==> src/rtl/ps2_key_decoder.sv <==
`default_nettype none
// ============================================================================
//  Module      : ps2_key_decoder
//  Description : Turns a stream of received PS/2 set-2 bytes into key events
//                (scancode, extended flag, release flag, ASCII), tracks the
//                shift/ctrl/caps-lock state and queues events in a FWFT FIFO.
//  Revision    : 1.0 - initial release
// ============================================================================
module ps2_key_decoder #(
  parameter int FIFO_DEPTH = 8
) (
  input  logic       CLOCK_50,
  input  logic       rst,
  input  logic [7:0] rx_data,
  input  logic       rx_done_tick,
  input  logic       rd_en,
  output logic       key_valid,
  output logic [7:0] key_scan,
  output logic       key_ext,
  output logic       key_break,
  output logic [7:0] key_ascii,
  output logic       key_shift,
  output logic       key_ctrl,
  output logic       caps_lock,
  output logic       fifo_overflow
);

  localparam int AW = $clog2(FIFO_DEPTH);
  localparam int CW = AW + 1;
  localparam logic [CW-1:0] C_FULL = CW'(FIFO_DEPTH);

  localparam logic [7:0] C_E0 = 8'hE0;
  localparam logic [7:0] C_F0 = 8'hF0;

  typedef enum logic [1:0] {
    IDLE     = 2'd0,
    GOT_E0   = 2'd1,
    GOT_F0   = 2'd2,
    GOT_E0F0 = 2'd3
  } state_t;

  state_t r_state;
  state_t w_state_nxt;
  logic   w_emit;
  logic   w_ext;
  logic   w_brk;
  logic   w_ignored;

  // Modifier and lock state
  logic r_lshift, r_rshift, r_lctrl, r_rctrl, r_caps, r_caps_held;
  logic w_shift, w_ctrl;

  // Event FIFO
  logic [17:0]   r_mem [FIFO_DEPTH];
  logic [AW-1:0] r_wr_ptr, r_rd_ptr;
  logic [CW-1:0] r_count;
  logic          r_overflow;
  logic          w_pop, w_push, w_drop, w_full, w_nonempty;
  logic [17:0]   w_entry, w_head;

  logic [5:0]  w_letter;   // {hit, index 0..25}
  logic [16:0] w_digit;    // {hit, unshifted char, shifted char}
  logic [7:0]  w_ascii;

  // Letter lookup: returns {hit, alphabet index}
  function automatic logic [5:0] letter_lookup(input logic [7:0] c);
    case (c)
      8'h1C: return {1'b1, 5'd0};   8'h32: return {1'b1, 5'd1};
      8'h21: return {1'b1, 5'd2};   8'h23: return {1'b1, 5'd3};
      8'h24: return {1'b1, 5'd4};   8'h2B: return {1'b1, 5'd5};
      8'h34: return {1'b1, 5'd6};   8'h33: return {1'b1, 5'd7};
      8'h43: return {1'b1, 5'd8};   8'h3B: return {1'b1, 5'd9};
      8'h42: return {1'b1, 5'd10};  8'h4B: return {1'b1, 5'd11};
      8'h3A: return {1'b1, 5'd12};  8'h31: return {1'b1, 5'd13};
      8'h44: return {1'b1, 5'd14};  8'h4D: return {1'b1, 5'd15};
      8'h15: return {1'b1, 5'd16};  8'h2D: return {1'b1, 5'd17};
      8'h1B: return {1'b1, 5'd18};  8'h2C: return {1'b1, 5'd19};
      8'h3C: return {1'b1, 5'd20};  8'h2A: return {1'b1, 5'd21};
      8'h1D: return {1'b1, 5'd22};  8'h22: return {1'b1, 5'd23};
      8'h35: return {1'b1, 5'd24};  8'h1A: return {1'b1, 5'd25};
      default: return 6'd0;
    endcase
  endfunction

  // Digit lookup: returns {hit, unshifted char, shifted char}
  function automatic logic [16:0] digit_lookup(input logic [7:0] c);
    case (c)
      8'h45: return {1'b1, 8'h30, 8'h29};
      8'h16: return {1'b1, 8'h31, 8'h21};
      8'h1E: return {1'b1, 8'h32, 8'h40};
      8'h26: return {1'b1, 8'h33, 8'h23};
      8'h25: return {1'b1, 8'h34, 8'h24};
      8'h2E: return {1'b1, 8'h35, 8'h25};
      8'h36: return {1'b1, 8'h36, 8'h5E};
      8'h3D: return {1'b1, 8'h37, 8'h26};
      8'h3E: return {1'b1, 8'h38, 8'h2A};
      8'h46: return {1'b1, 8'h39, 8'h28};
      default: return 17'd0;
    endcase
  endfunction

  assign w_shift   = r_lshift | r_rshift;
  assign w_ctrl    = r_lctrl | r_rctrl;
  assign w_ignored = (rx_data == 8'hE1) || (rx_data == 8'hAA) || (rx_data == 8'hFA) ||
                     (rx_data == 8'hFE) || (rx_data == 8'hEE) || (rx_data == 8'h00) ||
                     (rx_data == 8'hFF);

  // Prefix state register
  always_ff @(posedge CLOCK_50 or posedge rst) begin
    if (rst) r_state <= IDLE;
    else     r_state <= w_state_nxt;
  end

  // Prefix decode: next state and event strobe with its ext/break flags
  always_comb begin
    w_state_nxt = r_state;
    w_emit      = 1'b0;
    w_ext       = 1'b0;
    w_brk       = 1'b0;
    if (rx_done_tick) begin
      case (r_state)
        IDLE: begin
          if (rx_data == C_E0)      w_state_nxt = GOT_E0;
          else if (rx_data == C_F0) w_state_nxt = GOT_F0;
          else if (!w_ignored)      w_emit = 1'b1;
        end
        GOT_E0: begin
          if (rx_data == C_F0) w_state_nxt = GOT_E0F0;
          else begin
            w_emit      = 1'b1;
            w_ext       = 1'b1;
            w_state_nxt = IDLE;
          end
        end
        GOT_F0: begin
          w_state_nxt = IDLE;
          if (rx_data != C_E0 && rx_data != C_F0) begin
            w_emit = 1'b1;
            w_brk  = 1'b1;
          end
        end
        GOT_E0F0: begin
          w_state_nxt = IDLE;
          if (rx_data != C_E0 && rx_data != C_F0) begin
            w_emit = 1'b1;
            w_ext  = 1'b1;
            w_brk  = 1'b1;
          end
        end
        default: w_state_nxt = IDLE;
      endcase
    end
  end

  // ASCII translation using the modifier state from before this byte
  always_comb begin
    w_letter = letter_lookup(rx_data);
    w_digit  = digit_lookup(rx_data);
    w_ascii  = 8'h00;
    if (w_brk) begin
      w_ascii = 8'h00;
    end else if (w_ext) begin
      w_ascii = (rx_data == 8'h5A) ? 8'h0D : 8'h00;
    end else if (w_letter[5]) begin
      if (w_ctrl)                w_ascii = {3'b000, w_letter[4:0]} + 8'd1;
      else if (w_shift ^ r_caps) w_ascii = 8'h41 + {3'b000, w_letter[4:0]};
      else                       w_ascii = 8'h61 + {3'b000, w_letter[4:0]};
    end else if (w_digit[16]) begin
      w_ascii = w_shift ? w_digit[7:0] : w_digit[15:8];
    end else begin
      case (rx_data)
        8'h29:   w_ascii = 8'h20;
        8'h5A:   w_ascii = 8'h0D;
        8'h66:   w_ascii = 8'h08;
        8'h76:   w_ascii = 8'h1B;
        default: w_ascii = 8'h00;
      endcase
    end
  end

  // Modifier tracking; caps toggles only on the first make while not held
  always_ff @(posedge CLOCK_50 or posedge rst) begin
    if (rst) begin
      r_lshift    <= 1'b0;
      r_rshift    <= 1'b0;
      r_lctrl     <= 1'b0;
      r_rctrl     <= 1'b0;
      r_caps      <= 1'b0;
      r_caps_held <= 1'b0;
    end else if (w_emit) begin
      if (!w_ext && rx_data == 8'h12) r_lshift <= !w_brk;
      if (!w_ext && rx_data == 8'h59) r_rshift <= !w_brk;
      if (rx_data == 8'h14) begin
        if (w_ext) r_rctrl <= !w_brk;
        else       r_lctrl <= !w_brk;
      end
      if (!w_ext && rx_data == 8'h58) begin
        if (w_brk) begin
          r_caps_held <= 1'b0;
        end else begin
          if (!r_caps_held) r_caps <= !r_caps;
          r_caps_held <= 1'b1;
        end
      end
    end
  end

  assign w_entry    = {rx_data, w_ext, w_brk, w_ascii};
  assign w_nonempty = (r_count != '0);
  assign w_full     = (r_count == C_FULL);
  assign w_pop      = rd_en && w_nonempty;
  assign w_push     = w_emit && (!w_full || w_pop);
  assign w_drop     = w_emit && w_full && !w_pop;

  // FIFO storage; contents are masked at the outputs while empty
  always_ff @(posedge CLOCK_50) begin
    if (w_push) r_mem[r_wr_ptr] <= w_entry;
  end

  // FIFO pointers, occupancy and sticky overflow flag
  always_ff @(posedge CLOCK_50 or posedge rst) begin
    if (rst) begin
      r_wr_ptr   <= '0;
      r_rd_ptr   <= '0;
      r_count    <= '0;
      r_overflow <= 1'b0;
    end else begin
      if (w_push) r_wr_ptr <= r_wr_ptr + 1'b1;
      if (w_pop)  r_rd_ptr <= r_rd_ptr + 1'b1;
      if (w_push && !w_pop)      r_count <= r_count + 1'b1;
      else if (!w_push && w_pop) r_count <= r_count - 1'b1;
      if (w_drop) r_overflow <= 1'b1;
    end
  end

  assign w_head        = r_mem[r_rd_ptr];
  assign key_valid     = w_nonempty;
  assign key_scan      = w_nonempty ? w_head[17:10] : 8'h00;
  assign key_ext       = w_nonempty & w_head[9];
  assign key_break     = w_nonempty & w_head[8];
  assign key_ascii     = w_nonempty ? w_head[7:0] : 8'h00;
  assign key_shift     = w_shift;
  assign key_ctrl      = w_ctrl;
  assign caps_lock     = r_caps;
  assign fifo_overflow = r_overflow;

endmodule
`default_nettype wire

==> config.mk <==
export PLATFORM = sky130hd
export DESIGN_NAME = ps2_key_decoder
export DESIGN_NICKNAME = d
export VERILOG_FILES = /design/src/rtl/ps2_key_decoder.sv
export SDC_FILE = /design/constraint.sdc
export NUM_CORES = 1
export LEC_CHECK = 0
export CORE_MARGIN = 2
export CORE_UTILIZATION = 55
export CTS_BUF_LIST = sky130_fd_sc_hd__clkbuf_8 sky130_fd_sc_hd__clkbuf_16
export DETAILED_ROUTE_END_ITERATION = 8
export PLACE_DENSITY = 0.76
export SLEW_MARGIN = 40
export SYNTH_ARGS = -nofsm -noshare
export SYNTH_HDL_FRONTEND = slang
export SYNTH_SLANG_ARGS = --single-unit
==> constraint.sdc <==
create_clock -name CLOCK_50 -period 3.7 [get_ports CLOCK_50]
set_input_delay 0.555 -clock CLOCK_50 [delete_from_list [all_inputs] [get_ports CLOCK_50]]
set_output_delay 0.555 -clock CLOCK_50 [all_outputs]
set_load 0.02 [all_outputs]
==> impl_metrics.yaml, run 1 <==
final_layout:
  fin_cells: 823
  most-common-layout-cells: "edfxtp_1, buf_4, nor2_1"
  final_util: 0.683
  ff_latch_area_mm2: 0.00480
  layout_commonest_cell: "edfxtp_1"
  final_nets: 652
  multiInputGateArea_mm2: 0.00287
  syn2layout_area_growth_pct: 21.2
  fillerInstances: 947
  post_route_cells_drive_above_1_share: 0.273
drt:
  vias_per_cell: 6.19
  m1WireLength_um: 7300
  wl_per_cell_um: 22.4
  firstDrtPassIters: 5
  drt-initial-drc-count: 480
  drt-total-wl_um: 18500
  wl_met3_um: 1090
  drc: 0
  antenna_left: 0
  wl_met2_um: 9530
  vias: 5093
  route.top_layer_used: "met4"
outcome:
  status: "completed"
floorplanning:
  pin_count: 35
  die_h_um: 123
  start_util: 0.563
  core_area_mm2: 0.0139
  die-area_mm2: 0.0152
  row_count: 43
  die_w_um: 123
clock_network:
  clkTransAtPathRegs_ns: 0.06
  ctsHtreeMaxLevel: 4
  clkLatencyLatePin_ns: 0.41
  cts-root-buf: "clkbuf_16"
  cts.path.max_buffers: 2
  ctsHoldBuffers: 0
  post_cts_buffers: 0
  cts_tree: "done"
  cts_buffers: 17
  cts.sinks: 163
  ctsResizeCount: 0
sta:
  fin_crit_ns: 3.27
  min_period_over_period: 0.884
  finalSetupViolCount: 0
  tns_ns: 0
  relSlewSlack: 0.499
  rsz0062_at_grt: "false"
  drv_slew: 0
  timing.final.hold_violations: 0
  worst_pin_slew_ns: 0.744
  fmax_ghz: 0.306
  postLayoutSetupSlackWorst_ns: 0.428
  skew_ns: 0.00692
min_path:
  hp-start: "fifo_overflow"
  min_to: "fifo_overflow"
  whs_path_depth: 1
  hold_path.class: "flop to flop"
placement:
  port_buffers: 34
  dp_hpwl_um: 12300
  place_ws_ns: -0.0129
  dp_cells: 793
  gp_congestion: 0.954
power_and_ir_drop:
  clockPowerShare: 0.252
  power_leakage_nw: 3.47
  swShare: 0.317
  netSwitchingPower_mw: 2.05
  ir_worst_vdd_v: 0.000292
  comb_power_share: 0.363
  p_per_area_mw_per_mm2: 683
  p_int_mw: 4.43
  seq_power_share: 0.385
worst_setup_path:
  crit_path_start_kind: "input pin"
  r2r_cells: 11
  arrival_ns: 3.56
  crit_path_end_kind: "flop"
  ff2ff_setup_slack_ns: 1.03
  regToRegStartpoint: "r_state[0]"
  worstPathMaxFanout: 5
  crit_type: "input pin to flop"
  r2r_end: "r_count[3]"
  crit_required_ns: 3.99
synthesis:
  synth-edff-count: 144
  synth_seq_cells: 163
  async_reset_ff_frac: 0.117
  ys_warn_count: 0
  ys.flop_type: "edfxtp_1"
  synth_cells: 523
  avgSynthCellArea_um2: 15.0
  yosysSeqAreaShare: 0.614
  synthDistinctLibCells: 74
  syn_area_mm2: 0.00782
global_routing:
  grt_pass1_wl_um: 28800
  antenna_found_initial: 1
  first_global_vias: 5185
  grt_overflow_total: 0
  grt_use_total: 0.262
  grt_max_degree: 37
flow_run:
  drv_cap: 0
## worst max-delay path, stage by stage
cell and delay [ns]:
clkdlybuf4s50_1 0.65, or2_2 0.22, o31ai_1 0.08, a311oi_2 0.37
o41ai_4 0.17, a21oi_1 0.25, ha_1 0.23, inv_1 0.07
ha_1 0.27, a21o_1 0.18, a21oi_1 0.17, xnor2_1 0.14
nor2_1 0.07, xor2_1 0.15
## per-layer routing
metal,track usage,vias to the layer above
li1,-,2279
met1,0.338,2560
met2,0.429,216
met3,0.0618,38
met4,0.107,0
met5,0,-
## logic make-up (layout without fill, tap and decap cells)
family                     count (synthesis)  count (layout)  share of synthesized area
other                                      1               9                   0.000479
DFF                                      163             163                      0.614
and+or+nand+nor                          138             138                      0.101
adders and majority gates                  9               9                     0.0150
muxes                                     63              63                      0.139
xor gates and xnor gates                  17              17                     0.0190
AOI/OAI and AO/OA                         85              85                     0.0845
buffers and inverters                     47             159                     0.0266
## power groups by stage
| stage | Combinational [mW] | Clock (mW) | Sequential, mW |
|---|---|---|---|
| after global routing | 2.52 | 1.73 | 2.52 |
| final | 2.35 | 1.63 | 2.49 |
| after global placement | 2.31 | 0 | 2.50 |
| after floorplan | 1.51 | 0 | 2.44 |
| after detailed placement | 2.35 | 0 | 2.53 |
| after CTS | 2.38 | 1.66 | 2.50 |
## layout make-up
| cell class | instances | share of cell area |
|---|---|---|
| Clock buffer | 17 | 0.0449 |
| Inverter | 14 | 0.00554 |
| Sequential cell | 163 | 0.506 |
| Antenna cell | 1 | 0.000264 |
| Tap cell | 180 | 0.0238 |
| Timing Repair Buffer | 116 | 0.103 |
| Multi-Input combinational cell | 320 | 0.303 |
| Clock inverter | 12 | 0.0127 |
## how the worst max path moves through the flow
stage | depth (start not counted) | slack, ns | startpoint | end
2_1_floorplan | 8 | 0.23 | rx_data[5] | r_mem[2][0]
3_3_place_gp | 14 | -0.006 | rx_data[7] | r_count[3]
3_5_place_dp | 14 | -0.01 | rx_data[0] | r_count[3]
4_1_cts | 10 | 0.31 | rx_data[0] | r_mem[1][6]
5_1_grt | 14 | 0.27 | rx_data[7] | r_count[3]
6_report | 14 | 0.43 | rx_data[7] | r_count[3]
## cells in the mapped netlist, types with 3 or more instances
cell type	instances	area [um^2]
edfxtp_1	144	4320
nor2_1	37	139
mux4_2	36	811
mux2i_1	20	200
buf_2	19	95.1
dfrtp_1	19	475
a21oi_1	17	85.1
nand2_1	17	63.8
nand2b_1	17	106
inv_1	14	52.6
xnor2_1	12	105
clkbuf_1	11	41.3
o21ai_0	11	55.1
nor3_1	10	50.1
ha_1	7	87.6
mux2_2	7	78.8
nand3_1	7	35.0
nor2b_1	7	43.8
o211ai_1	6	45.0
or2_2	6	37.5
a211oi_1	5	37.5
nand4_1	5	31.3
xor2_1	5	43.8
o31ai_1	4	30.0
a22oi_1	3	22.5
a31oi_1	3	18.8
and3_1	3	18.8
and3b_1	3	26.3
and4b_1	3	30.0
nand3b_1	3	22.5
nor4_1	3	18.8
o32ai_1	3	26.3
## stage by stage
stage	cell area, um^2	hold slack, ns	power, mW
after floorplan	7850	0.466	3.96
after global placement	8920	0.457	4.81
after detailed placement	8920	0.465	4.88
after CTS	9470	0.475	6.54
after global routing	9480	0.502	6.77
final	9480	0.473	6.48
## registers in the layout, summed over array words and instances (netlist names)
| signal | count |
|---|---|
| r_mem | 144 |
| r_count | 4 |
| r_rd_ptr | 3 |
| r_wr_ptr | 3 |
| r_state | 2 |
| caps_lock | 1 |
| fifo_overflow | 1 |
| r_caps_held | 1 |
| r_lctrl | 1 |
| r_lshift | 1 |
| r_rctrl | 1 |
| r_rshift | 1 |
No activity file was read; power rests on OpenSTA's default activity.
==> inputs of run 2 (changes only) <==
Settings changed: CORE_MARGIN 2 to default.
==> impl_metrics.yaml, run 2 (same netlist as run 1, synthesis figures left out) <==
drt:
  vias_per_cell: 6.26
  wl_per_cell_um: 22.5
  drt-initial-drc-count: 465
  antenna_left: 0
  firstDrtPassIters: 5
  drt-total-wl_um: 18000
  vias: 4991
  drc: 0
sta:
  relSlewSlack: 0.454
  finalSetupViolCount: 0
  postLayoutSetupSlackWorst_ns: 0.398
  rsz0062_at_grt: "false"
  min_period_over_period: 0.892
  hold_slack_ns: 0.468
  drv_slew: 0
  tns_ns: 0
  skew_ns: 0.00851
  fin_crit_ns: 3.30
  timing.final.hold_violations: 0
  fmax_ghz: 0.303
  worst_pin_slew_ns: 0.812
floorplanning:
  die_w_um: 121
  start_util: 0.563
  core_area_mm2: 0.0139
  die-area_mm2: 0.0147
  pin_count: 35
  die_h_um: 121
  row_count: 43
worst_setup_path:
  ff2ff_setup_slack_ns: 1.06
  arrival_ns: 3.58
  regToRegStartpoint: "r_count[1]"
  crit_required_ns: 3.98
  crit_path_start_kind: "input pin"
  crit_type: "input pin to flop"
  crit_path_end_kind: "flop"
  r2r_end: "r_count[3]"
  worstPathMaxFanout: 16
  r2r_cells: 12
global_routing:
  antenna_found_initial: 0
  grt_overflow_total: 0
  grt_use_total: 0.262
  grt_max_degree: 37
  grt_pass1_wl_um: 27700
  first_global_vias: 5039
clock_network:
  cts.path.max_buffers: 2
  cts_tree: "done"
  cts-root-buf: "clkbuf_16"
  clkTransAtPathRegs_ns: 0.06
  ctsHtreeMaxLevel: 4
  post_cts_buffers: 0
  cts_buffers: 17
  clkLatencyLatePin_ns: 0.42
  cts.sinks: 163
  ctsResizeCount: 0
  ctsHoldBuffers: 0
power_and_ir_drop:
  ir_worst_vdd_v: 0.000335
  power_leakage_nw: 3.36
  p_per_area_mw_per_mm2: 712
  p_total_mw: 6.65
final_layout:
  largest_reg_flops: 144
  final_util: 0.673
  final_nets: 624
  top_regs: "r_mem x144, r_count x4"
  top_register: "r_mem"
  layout_commonest_cell: "edfxtp_1"
  most-common-layout-cells: "edfxtp_1, buf_4, nor2_1"
  antenna_cells: 0
  post_route_cells_drive_above_1_share: 0.243
  syn2layout_area_growth_pct: 19.4
placement:
  port_buffers: 34
  gp_congestion: 0.895
  dp_hpwl_um: 11700
  place_ws_ns: 0.0471
min_path:
  hold_path.class: "input pin to async pin"
outcome:
  status: "completed"
flow_run:
  drv_cap: 0
[run 2: through the flow]
stage,instances,area [um^2]
floorplan,530,7850
global placement,765,8730
detailed placement,765,8730
CTS,797,9340
global route,797,9340
finish,797,9340
[run 2: worst max-delay path, cell delays in order]
cell,delay (ns)
clkdlybuf4s50_1,0.62
buf_4,0.28
buf_4,0.21
and3b_1,0.17
o31ai_1,0.06
a2111oi_0,0.70
o221ai_1,0.29
xnor2_1,0.18
a211oi_1,0.30
buf_4,0.21
[run 2: routing by layer]
| layer | GRT usage | vias up | routed length, um |
|---|---|---|---|
| li1 | - | 2228 | - |
| met1 | 0.332 | 2553 | 7490 |
| met2 | 0.440 | 170 | 9090 |
| met3 | 0.0517 | 40 | 923 |
| met4 | 0.114 | 0 | 464 |
| met5 | 0 | - | 0 |
[run 2: layout make-up]
class | count | area, um^2
clock buffer | 17 | 425
clock inverter | 15 | 189
fill | 940 | 4540
inverter | 14 | 52.6
multi-input combinational | 320 | 2860
sequential | 163 | 4800
tap | 180 | 225
timing repair buffer | 88 | 783
[run 2: how the worst max path moves through the flow]
stage                startpoint          end  slack [ns]  cells after the start
floorplan            rx_data[5]  r_mem[2][0]        0.23                      8
global placement     rx_data[2]  r_mem[4][6]        0.12                     12
detailed placement   rx_data[3]  r_mem[4][4]        0.05                     10
CTS                 r_rd_ptr[0]    key_break        0.35                      5
global route         rx_data[3]  r_mem[5][4]        0.26                     10
finish               rx_data[3]  r_mem[5][4]        0.40                     10
[run 2: power by group]
part           switching (mW)  internal, mW  leakage [nW]  total [mW]
sequential              0.199          2.31          1.57        2.51
combinational            1.18          1.16          1.49        2.34
clock                   0.685          1.12         0.296        1.81
==> inputs of run 3 (changes only) <==
Settings changed: TNS_END_PERCENT from default to 20.
==> results of run 3 <==
Final layout, timing and power as in run 2 (identical DEF).
